--- config.mk ---
export PLATFORM = sky130hd
export DESIGN_NAME = vga_mono_pipe
export DESIGN_NICKNAME = d
export VERILOG_FILES = /design/src/rtl/vga_mono_pipe.sv
export SDC_FILE = /design/constraint.sdc
export NUM_CORES = 1
export LEC_CHECK = 0
export BUFFER_PORTS_ARGS = -buffer_cell sky130_fd_sc_hd__buf_2
export CAP_MARGIN = 25
export CORE_ASPECT_RATIO = 2
export CORE_MARGIN = 10
export CORE_UTILIZATION = 54
export CTS_CLUSTER_DIAMETER = 60
export CTS_CLUSTER_SIZE = 25
export DETAILED_ROUTE_END_ITERATION = 10
export HOLD_SLACK_MARGIN = 0.15
export PLACE_DENSITY_LB_ADDON = 0.25
export REMOVE_ABC_BUFFERS = 1
export SLEW_MARGIN = 0
export SYNTH_ARGS = -nofsm -noshare
export SYNTH_HDL_FRONTEND = slang
export SYNTH_SLANG_ARGS = --single-unit
export TNS_END_PERCENT = 30
--- constraint.sdc ---
create_clock -name clk_vga -period 15.35 [get_ports clk_vga]
set_clock_uncertainty 0.2 [all_clocks]
set_input_delay 1.535 -clock clk_vga [delete_from_list [all_inputs] [get_ports clk_vga]]
set_output_delay 1.535 -clock clk_vga [all_outputs]
set_load 0.05 [all_outputs]
--- src/rtl/vga_mono_pipe.sv ---
// vga_mono_pipe: registered 3-stage video post-processor with frame-synchronous monochrome mode switching.
// Ports:
//   clk_vga                  pixel clock
//   rst                      asynchronous active-high reset
//   r_in, g_in, b_in         6-bit pixel colour from the core
//   hsync_in, vsync_in       syncs from the core (polarity set by HS_/VS_ACTIVE_LOW)
//   mode_req                 requested mode (00 colour, 01 green, 10 amber, 11 grey)
//   cycle_pulse              one-cycle hotkey pulse advancing the pending mode
//   r_out, g_out, b_out      processed pixel, 3 cycles after input
//   hsync_out, vsync_out     syncs delayed to match the pixels
//   mode_active              mode currently bound to entering pixels
module vga_mono_pipe #(
    parameter bit HS_ACTIVE_LOW = 1'b1,
    parameter bit VS_ACTIVE_LOW = 1'b1
) (
    input  logic       clk_vga,
    input  logic       rst,
    input  logic [5:0] r_in,
    input  logic [5:0] g_in,
    input  logic [5:0] b_in,
    input  logic       hsync_in,
    input  logic       vsync_in,
    input  logic [1:0] mode_req,
    input  logic       cycle_pulse,
    output logic [5:0] r_out,
    output logic [5:0] g_out,
    output logic [5:0] b_out,
    output logic       hsync_out,
    output logic       vsync_out,
    output logic [1:0] mode_active
);
    localparam logic HS_OFF = HS_ACTIVE_LOW;
    localparam logic VS_OFF = VS_ACTIVE_LOW;
    localparam logic VS_ON  = !VS_ACTIVE_LOW;

    logic [1:0]  mode_req_q, pending;
    logic        vs_q, boundary;
    logic [5:0]  r1, g1, b1, r2, g2, b2, y2;
    logic        hs1, vs1, hs2, vs2;
    logic [1:0]  m1, m2;
    logic [11:0] y_sum;
    logic [5:0]  r_mux, g_mux, b_mux;

    assign boundary = (vsync_in == VS_ON) && (vs_q != VS_ON);

    // A mode_req edge outranks a same-cycle hotkey pulse; the pending value
    // loaded at a boundary is the one registered before that edge.
    always_ff @(posedge clk_vga or posedge rst) begin
        if (rst) begin
            mode_req_q  <= 2'd0;
            pending     <= 2'd0;
            mode_active <= 2'd0;
            vs_q        <= VS_OFF;
        end else begin
            mode_req_q <= mode_req;
            vs_q       <= vsync_in;
            if (boundary)
                mode_active <= pending;
            pending <= (mode_req != mode_req_q) ? mode_req :
                       cycle_pulse ? pending + 2'd1 : pending;
        end
    end

    // Rec.709 luma with coefficients summing to 64, so the result never exceeds 63.
    assign y_sum = 12'd13 * 12'(r1) + 12'd46 * 12'(g1) + 12'd5 * 12'(b1);

    always_ff @(posedge clk_vga or posedge rst) begin
        if (rst) begin
            {r1, g1, b1, m1} <= '0;
            hs1              <= HS_OFF;
            vs1              <= VS_OFF;
            {r2, g2, b2, y2, m2} <= '0;
            hs2              <= HS_OFF;
            vs2              <= VS_OFF;
            {r_out, g_out, b_out} <= '0;
            hsync_out        <= HS_OFF;
            vsync_out        <= VS_OFF;
        end else begin
            {r1, g1, b1, m1} <= {r_in, g_in, b_in, mode_active};
            hs1              <= hsync_in;
            vs1              <= vsync_in;
            {r2, g2, b2, m2} <= {r1, g1, b1, m1};
            y2               <= y_sum[11:6];
            hs2              <= hs1;
            vs2              <= vs1;
            {r_out, g_out, b_out} <= {r_mux, g_mux, b_mux};
            hsync_out        <= hs2;
            vsync_out        <= vs2;
        end
    end

    always_comb begin
        r_mux = (m2 == 2'd0) ? r2 : (m2 == 2'd1) ? 6'd0 : y2;
        g_mux = (m2 == 2'd0) ? g2 : (m2 == 2'd2) ? {1'b0, y2[5:1]} : y2;
        b_mux = (m2 == 2'd0) ? b2 : (m2 == 2'd3) ? y2 : 6'd0;
    end
endmodule

==> flow_summary.toml, run 1 <==
[final_layout]
design_area_um2 = 4662
antenna_cells = 0
fin_nets = 474
area_delta_synth_final_pct = 17.39
drive_above_1_share = 0.1953

[global_route]
grt_start_max_net_pins = 77
first_global_vias = 2584
antenna_found_initial = 0
overflow = 0
grt_pass1_wl_um = 11870
track_usage = 0.1370

[yosys]
synth_top_cell_by_area = "dfrtp_1"
syn_area_um2 = 3971
synthArstFlopShare = 1.000
synth_ff_type = "dfrtp_1"
synth.distinct_cells = 33
syn-instance-count = 319
syn_area_per_cell_um2 = 12.45
synth_top_area_share = 0.4411
synth_commonest_cells = "70 x dfrtp_1, 67 x inv_1, 50 x ha_1"
ys_ff_latch = 76
synth_edf_count = 0
yosysSeqAreaShare = 0.4808
yosysWarnings = 0
synth_area_leaders = "dfrtp_1 44%, ha_1 16%, fa_1 13%, inv_1 6.3%, dfstp_2 4.0%"
synth_most_common_cell = "dfrtp_1"

[die]
dieWidth_um = 80.64
dieArea_um2 = 11390
die_h_um = 141.3
core_um2 = 7212
row_count = 44
start_util = 0.5507
pin_count = 47

[sta]
finalHoldViolCount = 0
setup_viol = 0
rsz0062_at_grt = "no"
slew_viol_final = 0
worst_pin_slew_ps = 917.2
post-route-period-util = 0.3383
relSlewSlack = 0.3885
finalSetupTns_ps = 0
fmax_mhz = 192.6
layout_min_cycle_time_ps = 5192

[cts]
cts_made_buffers = 9
cts_hold_buf = 0
ctsResizeCount = 0
postCtsSetupBuffers = 0
cts_buffer_depth = 2
h-tree-depth = 3
tritoncts = "done"
clkSinkCount = 76
worstSkewPairLatency_ps = 330
cts_root_buffer = "clkbuf_16"
clk_pin_slew_worst_paths_ps = 60

[worst_setup_path]
startpoint = "g1[3]$_DFF_PP0_"
cp_max_fo = 5
critPathKind = "reg2reg"
worst_setup_path_end_kind = "flip-flop"
crit_path_start_kind = "flip-flop"
critPathRequiredTime_ps = 15360
crit_arrival_ps = 5210
r2r_start = "g1[3]$_DFF_PP0_"

[min_path]
hp-start = "m1[0]$_DFF_PP0_"
hold_class = "reg2reg"

[job]
max_cap_violations = 0

[detailed_routing]
wl_per_cell_um = 15.14
wl_um = 7132
ant_nets = 0
via_per_inst = 5.008
drt_iter0_markers = 77
route.detailed.drc = 0
vias = 2359
drt_pass1_iterations = 4

[placed_design]
io_buffers = 46
place_area_um2 = 4312
globalplace.congestion = 0.8454
dp_hpwl_um = 5690

[pwr]
p_leak_nw = 2.431
ir_worst_vdd_uv = 142.4
power_density_nw_per_um2 = 214.6

[status]
run_status = "finished clean"
==> sequential cells by signal (all words and copies together) (netlist names) <==
signal,flops
b1,6
b2,6
b_out,6
g1,6
g2,6
g_out,6
hs1,1
hs2,1
hsync_out,1
m1,2
m2,2
mode_active,2
mode_req_q,2
pending,2
r1,6
r2,6
r_out,6
vs1,1
vs2,1
vsync_out,1
y2,6
==> stage by stage <==
stage                     power [W]  setup WS [ps]  instances  hold WS [ps]  utilization
after floorplan           0.0006610          10400        316         131.2            -
after CTS                  0.001012          10110        471         152.9       0.6464
final                      0.001000          10160        471         150.0       0.6464
after detailed placement  0.0007648          10130        455         139.5       0.5978
after global routing       0.001073           9901        471         156.5       0.6464
after global placement    0.0007494          10200        455         136.8       0.5978
==> routing by layer <==
layer | track usage | up-vias | share of wire
met1 | 0.1273 | 1164 | 0.35
met3 | 0.03797 | 15 | 0.044
li1 | - | 1135 | -
met5 | 0 | - | 0
met4 | 0.07369 | 0 | 0.035
met2 | 0.2534 | 45 | 0.57
==> cell usage in the layout (no fill, tap or decap), types with 2 or more instances in the layout <==
master	n
nand2_1	11
xnor2_1	10
nor2_1	10
o21a_1	2
mux2i_1	5
o21ai_1	8
nand3_1	2
dfstp_2	6
mux2_1	2
nor3_1	2
inv_1	66
a22o_1	12
fa_1	25
nor2b_1	4
xor2_1	6
ha_1	50
buf_2	46
a21oi_2	2
a21o_1	3
o21ai_0	5
a21oi_1	4
bufinv_16	3
dfrtp_1	70
clkbuf_16	9
==> logic make-up (layout without fill, tap and decap cells) <==
kind of cell	count (synthesis)	in the layout	share of synthesized area
flip-flops	76	76	0.4808
adder cells (fa/ha/maj)	75	75	0.2836
XOR/XNOR	16	16	0.03529
buffers and inverters	70	130	0.06648
AND/OR/NAND/NOR	34	34	0.04128
AO/OA/AOI/OAI	41	41	0.07436
multiplexers	7	7	0.01827
==> where the power goes <==
part / leakage, nW / internal (W) / switching (W) / total (W)
Clock: 0.170 / 0.000164 / 0.0000817 / 0.000246
Combinational: 1.37 / 0.000191 / 0.000290 / 0.000481
Sequential: 0.892 / 0.000247 / 0.0000269 / 0.000274
==> final timing paths <==
kind / to / depth (start not counted) / slack (ps)
min in group asynchronous: pending[0]$_DFFE_PP0P_ / 3 / 1270
hold reg to reg: m2[0]$_DFF_PP0_ / 0 / 150
hold / removal: m2[0]$_DFF_PP0_ / 0 / 150
max in group asynchronous: r_out[2]$_DFF_PP0_ / 3 / 13070
setup reg to reg: y2[5]$_DFF_PP0_ / 19 / 10160
setup / recovery: y2[5]$_DFF_PP0_ / 19 / 10160
==> area by class of cell <==
cell class              count  area [um2]
multi-input cells         173        1798
fillers                   566        2550
clock buffers              11       242.7
clock inverters             5       107.6
inverters                  67       251.5
flip-flops and latches     76        1909
well taps                  92       115.1
repair buffers             47       237.7
==> critical path: stages (launching register included) <==
cell and delay [ps]:
dfrtp_1 450, ha_1 300, inv_1 50, fa_1 470, fa_1 510, inv_1 40, ha_1 320, o21ai_1 110
nor2b_1 180, xnor2_1 150, ha_1 250, inv_1 70, fa_1 430, fa_1 540, inv_1 40, ha_1 300
o21ai_0 110, a21oi_2 240, a41oi_1 160, xnor2_1 150
Note: power is estimated with default switching activity, not from simulation.
==> run 2: changes to the inputs <==
- ABC_AREA: unset -> 1
- CORE_UTILIZATION: 54 -> 53
- clock period: 15.35 -> 4.7 ns (I/O delays scaled with it)
==> flow_summary.toml, run 2 <==
[die]
row_count = 45
dieWidth_um = 82.90
pin_count = 47
start_util = 0.5477
core_um2 = 7657
die_h_um = 145.8
dieArea_um2 = 12090

[worst_setup_path]
crit_slowest_cell = "fa_1"
worst_setup_path_end_kind = "flip-flop"
crit_path_start_kind = "flip-flop"
cp_slowest_stage_delay_ps = 510
worstPathCellList = "ha_1 -> inv_2 -> fa_1 -> fa_1 -> inv_2 -> ha_4 -> buf_6 -> xnor2_2 -> inv_1 -> ha_1 -> inv_1 -> fa_1 -> fa_1 -> inv_2 -> ha_4 -> nand2_2 -> inv_1 -> nand2_2 -> nand2_1 -> nand2_1 -> nand3_2 -> inv_1 -> nand2_1 -> nand2_1"
rrSetupSlack_ps = -190
critPathRequiredTime_ps = 4730
crit_arrival_ps = 4910
critPathKind = "reg2reg"
cp_max_fo = 4

[yosys]
synth_top_cell_by_area = "dfrtp_1"
synth_top_family_by_area = "adder cells"
synth_commonest_cells = "98 x inv_1, 70 x dfrtp_1, 58 x nand2_1"
yosysWarnings = 0
synth_simple_gate_area_share = 0.1041
ys_ff_latch = 76
synth_area_leaders = "dfrtp_1 42%, ha_1 15%, fa_1 12%, inv_1 8.8%, nand2_1 5.2%"
synth_ff_type = "dfrtp_1"
syn_area_per_cell_um2 = 10.30
yosysSeqAreaShare = 0.4553
syn_area_um2 = 4194
synth_top_area_share = 0.4177
synth_edf_count = 0
yosys.area_share.adder = 0.2685
synth_xor_xnor_area_share = 0.02088
synthMuxAreaShare = 0.005370
synth_compound_area_frac = 0.05370
syn-instance-count = 407
synthArstFlopShare = 1.000
synth.distinct_cells = 24
synth_most_common_cell = "inv_1"

[detailed_routing]
wl_per_cell_um = 16.14
wl_um = 9908
route.detailed.drc = 0
ant_nets = 0
via_per_inst = 5.021
drt_iter0_markers = 147
vias = 3083
drt_pass1_iterations = 4

[sta]
post-route-period-util = 1.040
layout_min_cycle_time_ps = 4887
finalHoldViolCount = 0
relSlewSlack = 0.5724
rsz0062_at_grt = "yes"
slew_viol_final = 0
finalSetupTns_ps = -707.0
layout_setup_ws_ps = -187.1
fmax_mhz = 204.6
setup_viol = 5
worst_pin_slew_ps = 640.7

[job]
max_cap_violations = 0

[placed_design]
dp_hpwl_um = 6820
dpl.cell_count = 564
io_buffers = 46
globalplace.congestion = 0.8618

[global_route]
antenna_found_initial = 2
overflow = 0
grt_start_max_net_pins = 54
first_global_vias = 3342
track_usage = 0.1599
grt_pass1_wl_um = 15570

[status]
violations = "setup timing"
run_status = "finished, violations left"

[pwr]
p_leak_nw = 2.930
ir_worst_vdd_uv = 561.3
power_density_nw_per_um2 = 762.7

[cts]
clkSinkCount = 76
clk_pin_slew_worst_paths_ps = 60
worstSkewPairLatency_ps = 340
h-tree-depth = 3
tritoncts = "done"
cts_root_buffer = "clkbuf_16"
cts_made_buffers = 9
cts_buffer_depth = 2

[min_path]
hold_class = "reg2reg"

[final_layout]
instances_no_fill = 614
area_delta_synth_final_pct = 32.13
drive_above_1_share = 0.2683
layout_common_cells = "89 x inv_1, 70 x dfrtp_1, 53 x nand2_1"
fillCellCount = 525
layout_commonest_cell = "inv_1"
fin_nets = 613
## run 2: layout make-up
| cell class | instances | area, um2 | area share |
|---|---|---|---|
| sequential | 76 | 1909 | 0.3445 |
| multi-input combinational | 229 | 2093 | 0.3777 |
| antenna | 2 | 5.005 | 0.0009031 |
| clock buffer | 9 | 225.2 | 0.04064 |
| clock inverter | 7 | 121.4 | 0.02190 |
| timing repair buffer | 99 | 701.9 | 0.1267 |
| inverter | 98 | 367.9 | 0.06638 |
| tap | 94 | 117.6 | 0.02122 |
## run 2: worst paths after layout
check / startpoint / endpoint / cells past startpoint
hold reg to reg: m1[0]$_DFF_PP0_ / m2[0]$_DFF_PP0_ / 0
max in group asynchronous: rst / b1[1]$_DFF_PP0_ / 5
setup / recovery: g1[3]$_DFF_PP0_ / y2[5]$_DFF_PP0_ / 24
hold / removal: m1[0]$_DFF_PP0_ / m2[0]$_DFF_PP0_ / 0
min in group asynchronous: rst / pending[0]$_DFFE_PP0P_ / 3
setup reg to reg: g1[3]$_DFF_PP0_ / y2[5]$_DFF_PP0_ / 24
## run 2: through the flow
| stage | total power (W) | worst slack [ps] | instance area [um2] | hold WS, ps | utilization |
|---|---|---|---|---|---|
| global placement | 0.002803 | -300.8 | 4681 | 138.3 | 0.6113 |
| floorplan | 0.002273 | -288.5 | 4175 | 131.2 | - |
| CTS | 0.003977 | -132.0 | 5419 | 152.3 | 0.7077 |
| global route | 0.004524 | -393.7 | 5542 | 157.6 | 0.7237 |
| finish | 0.004227 | -187.1 | 5542 | 150.5 | 0.7237 |
| detailed placement | 0.002864 | -390.6 | 4681 | 138.0 | 0.6113 |
## run 2: kinds of logic after synthesis
kind of cell             Yosys count
AO/OA/AOI/OAI                     38
XOR/XNOR                          10
adder cells (fa/ha/maj)           75
buffers and inverters            102
flip-flops                        76
multiplexers                       2
AND/OR/NAND/NOR                  104
## run 2: per-layer routing
metal	wire [um]	GRT usage	up-vias
met5	0	0	-
met4	393	0.08476	0
met3	376	0.03247	29
met2	5873	0.3216	72
met1	3264	0.1372	1509
li1	-	-	1473
## run 2: power breakdown
part,switching (W),internal (W),leakage (nW)
registers,0.0000497,0.000796,0.896
clock network,0.000274,0.000523,0.171
logic,0.00151,0.00107,1.86
## run 2: timing repair
action	CTS	global route
setup buffers	4	4
setup endpoints to repair	6	6
pin swaps	25	11
resized for setup	25	13
endpoints found under the hold margin	22	11
hold buffers	22	1
## run 2: critical path, delay by kind of cell, from the launching register on
| family | cells | cell delay, ps |
|---|---|---|
| fa+ha+maj | 8 | 3090 |
| buf+inv | 8 | 490 |
| simple gates | 7 | 490 |
| flops | 1 | 390 |
| xor+xnor | 1 | 100 |
==> run 3: changes to the inputs <==
- CORE_ASPECT_RATIO: 2 -> 1.25
- SKIP_CTS_REPAIR_TIMING: unset -> 1
==> flow_summary.toml, run 3 (synthesized netlist as in run 2, its figures left out) <==
[status]
run_status = "finished, violations left"
violations = "setup timing"

[global_route]
grt_pass1_wl_um = 13530
antenna_found_initial = 0
overflow = 0
track_usage = 0.1394
first_global_vias = 2972
grt_start_max_net_pins = 49

[detailed_routing]
drt_pass1_iterations = 4
wl_met2_um = 4868
wl_met1_um = 3635
via_per_inst = 4.941
wl_met3_um = 342
drt_iter0_markers = 115
ant_nets = 0
vias = 3004
wl_per_cell_um = 14.84
wl_um = 9021
route.detailed.drc = 0
highest_layer = "met4"

[worst_setup_path]
cp_slowest_stage_delay_ps = 530
critPathRequiredTime_ps = 4720
worstPathCellList = "buf_4 -> buf_4 -> ha_1 -> fa_1 -> inv_1 -> fa_1 -> xor2_1 -> fa_1 -> inv_1 -> fa_1 -> fa_1 -> ha_4 -> nand2_4 -> inv_1 -> nand2_1 -> nand2_1 -> nand2_2 -> nand3_2 -> inv_2 -> nand2_1 -> nand2_1"
crit_slowest_cell = "fa_1"
cpLargestDelayFamily = "adder cells"
critPathKind = "reg2reg"
cp_max_fo = 3
crit_path_start_kind = "flip-flop"
cp_num_buf_inv = 6
worst_setup_path_end_kind = "flip-flop"
path_common_cell = "fa_1"
crit_arrival_ps = 4950

[pwr]
switching_share = 0.4625
power_density_nw_per_um2 = 752.5
p_clk_frac = 0.125
p_int_w = 0.002168
p_leak_nw = 2.841
switching_power_w = 0.001865
p_seq_frac = 0.209
comb_power_share = 0.666
ir_worst_vdd_uv = 528.9

[sta]
relSlewSlack = 0.5742
layout_min_cycle_time_ps = 4927
post-route-period-util = 1.048
timing.hold.ws_ps = 151.0
rsz0062_at_grt = "yes"
fmax_mhz = 203.0
worst_pin_slew_ps = 638.0
finalSetupTns_ps = -726.9
layout_setup_ws_ps = -227.0
finalHoldViolCount = 0
setup_viol = 6
slew_viol_final = 0

[final_layout]
antenna_cells = 0
fin_nets = 608
layout_common_cells = "90 x inv_1, 70 x dfrtp_1, 52 x nand2_1"
layout_commonest_cell = "inv_1"
area_delta_synth_final_pct = 27.77
post-route-util = 0.6917
drive_above_1_share = 0.2593

[placed_design]
pre_cts_ws_ps = -406.6
dp_hpwl_um = 6436
globalplace.congestion = 0.8074
io_buffers = 46

[die]
start_util = 0.5413
dieWidth_um = 99.57
dieArea_um2 = 11890
core_um2 = 7747
die_h_um = 119.5
pin_count = 47
row_count = 36

[cts]
clk_pin_slew_worst_paths_ps = 80
clkSinkCount = 76
tritoncts = "done"
cts_root_buffer = "clkbuf_8"
worstSkewPairLatency_ps = 350
cts_buffer_depth = 2
cts_made_buffers = 9
h-tree-depth = 3

[min_path]
hold_class = "reg2reg"

[job]
max_cap_violations = 0
-- run 3: changes by cell type in the layout (fill, tap and decap cells not counted), moves of 3 or more --
cell       change
inv_6          -3
clkbuf_1       +3
clkbuf_16      -9
clkbuf_8      +11
buf_4          -4
-- run 3: worst paths after layout --
kind / startpoint / to / slack, ps / cells after the start
max in group asynchronous: rst / y2[4]$_DFF_PP0_ / 3110 / 5
worst max-delay path: g1[0]$_DFF_PP0_ / y2[5]$_DFF_PP0_ / -230 / 21
worst min-delay path: m1[1]$_DFF_PP0_ / m2[1]$_DFF_PP0_ / 150 / 0
worst min register to register: m1[1]$_DFF_PP0_ / m2[1]$_DFF_PP0_ / 150 / 0
worst max register to register: g1[0]$_DFF_PP0_ / y2[5]$_DFF_PP0_ / -230 / 21
min in group asynchronous: rst / mode_active[1]$_DFFE_PP0P_ / 340 / 3
-- run 3: power by group through the flow --
stage	logic (W)	registers, W	clock network [W]
final	0.00269	0.000843	0.000503
after global routing	0.00293	0.000855	0.000534
after CTS	0.00203	0.000844	0.000502
after detailed placement	0.00201	0.000856	0
after global placement	0.00195	0.000852	0
after floorplan	0.00118	0.00109	0
-- run 3: area by class of cell --
| cell class | instances | area, um2 |
|---|---|---|
| Multi-Input combinational cell | 229 | 2105 |
| Clock buffer | 14 | 162.7 |
| Sequential cell | 76 | 1909 |
| Timing Repair Buffer | 94 | 660.6 |
| Inverter | 98 | 367.9 |
| Clock inverter | 2 | 35.03 |
| Tap cell | 95 | 118.9 |
| Fill cell | 530 | 2389 |
-- run 3: metal layers --
| metal | global-route usage | vias to the layer above |
|---|---|---|
| li1 | - | 1464 |
| met1 | 0.1578 | 1470 |
| met2 | 0.2488 | 57 |
| met3 | 0.02892 | 13 |
| met4 | 0.05386 | 0 |
| met5 | 0 | - |
-- run 3: through the flow --
| stage | area, um2 | instances | total power [W] |
|---|---|---|---|
| after floorplan | 4175 | 403 | 0.002273 |
| after global placement | 4690 | 566 | 0.002802 |
| after detailed placement | 4690 | 566 | 0.002863 |
| after CTS | 4887 | 582 | 0.003378 |
| after global routing | 5359 | 608 | 0.004314 |
| final | 5359 | 608 | 0.004033 |
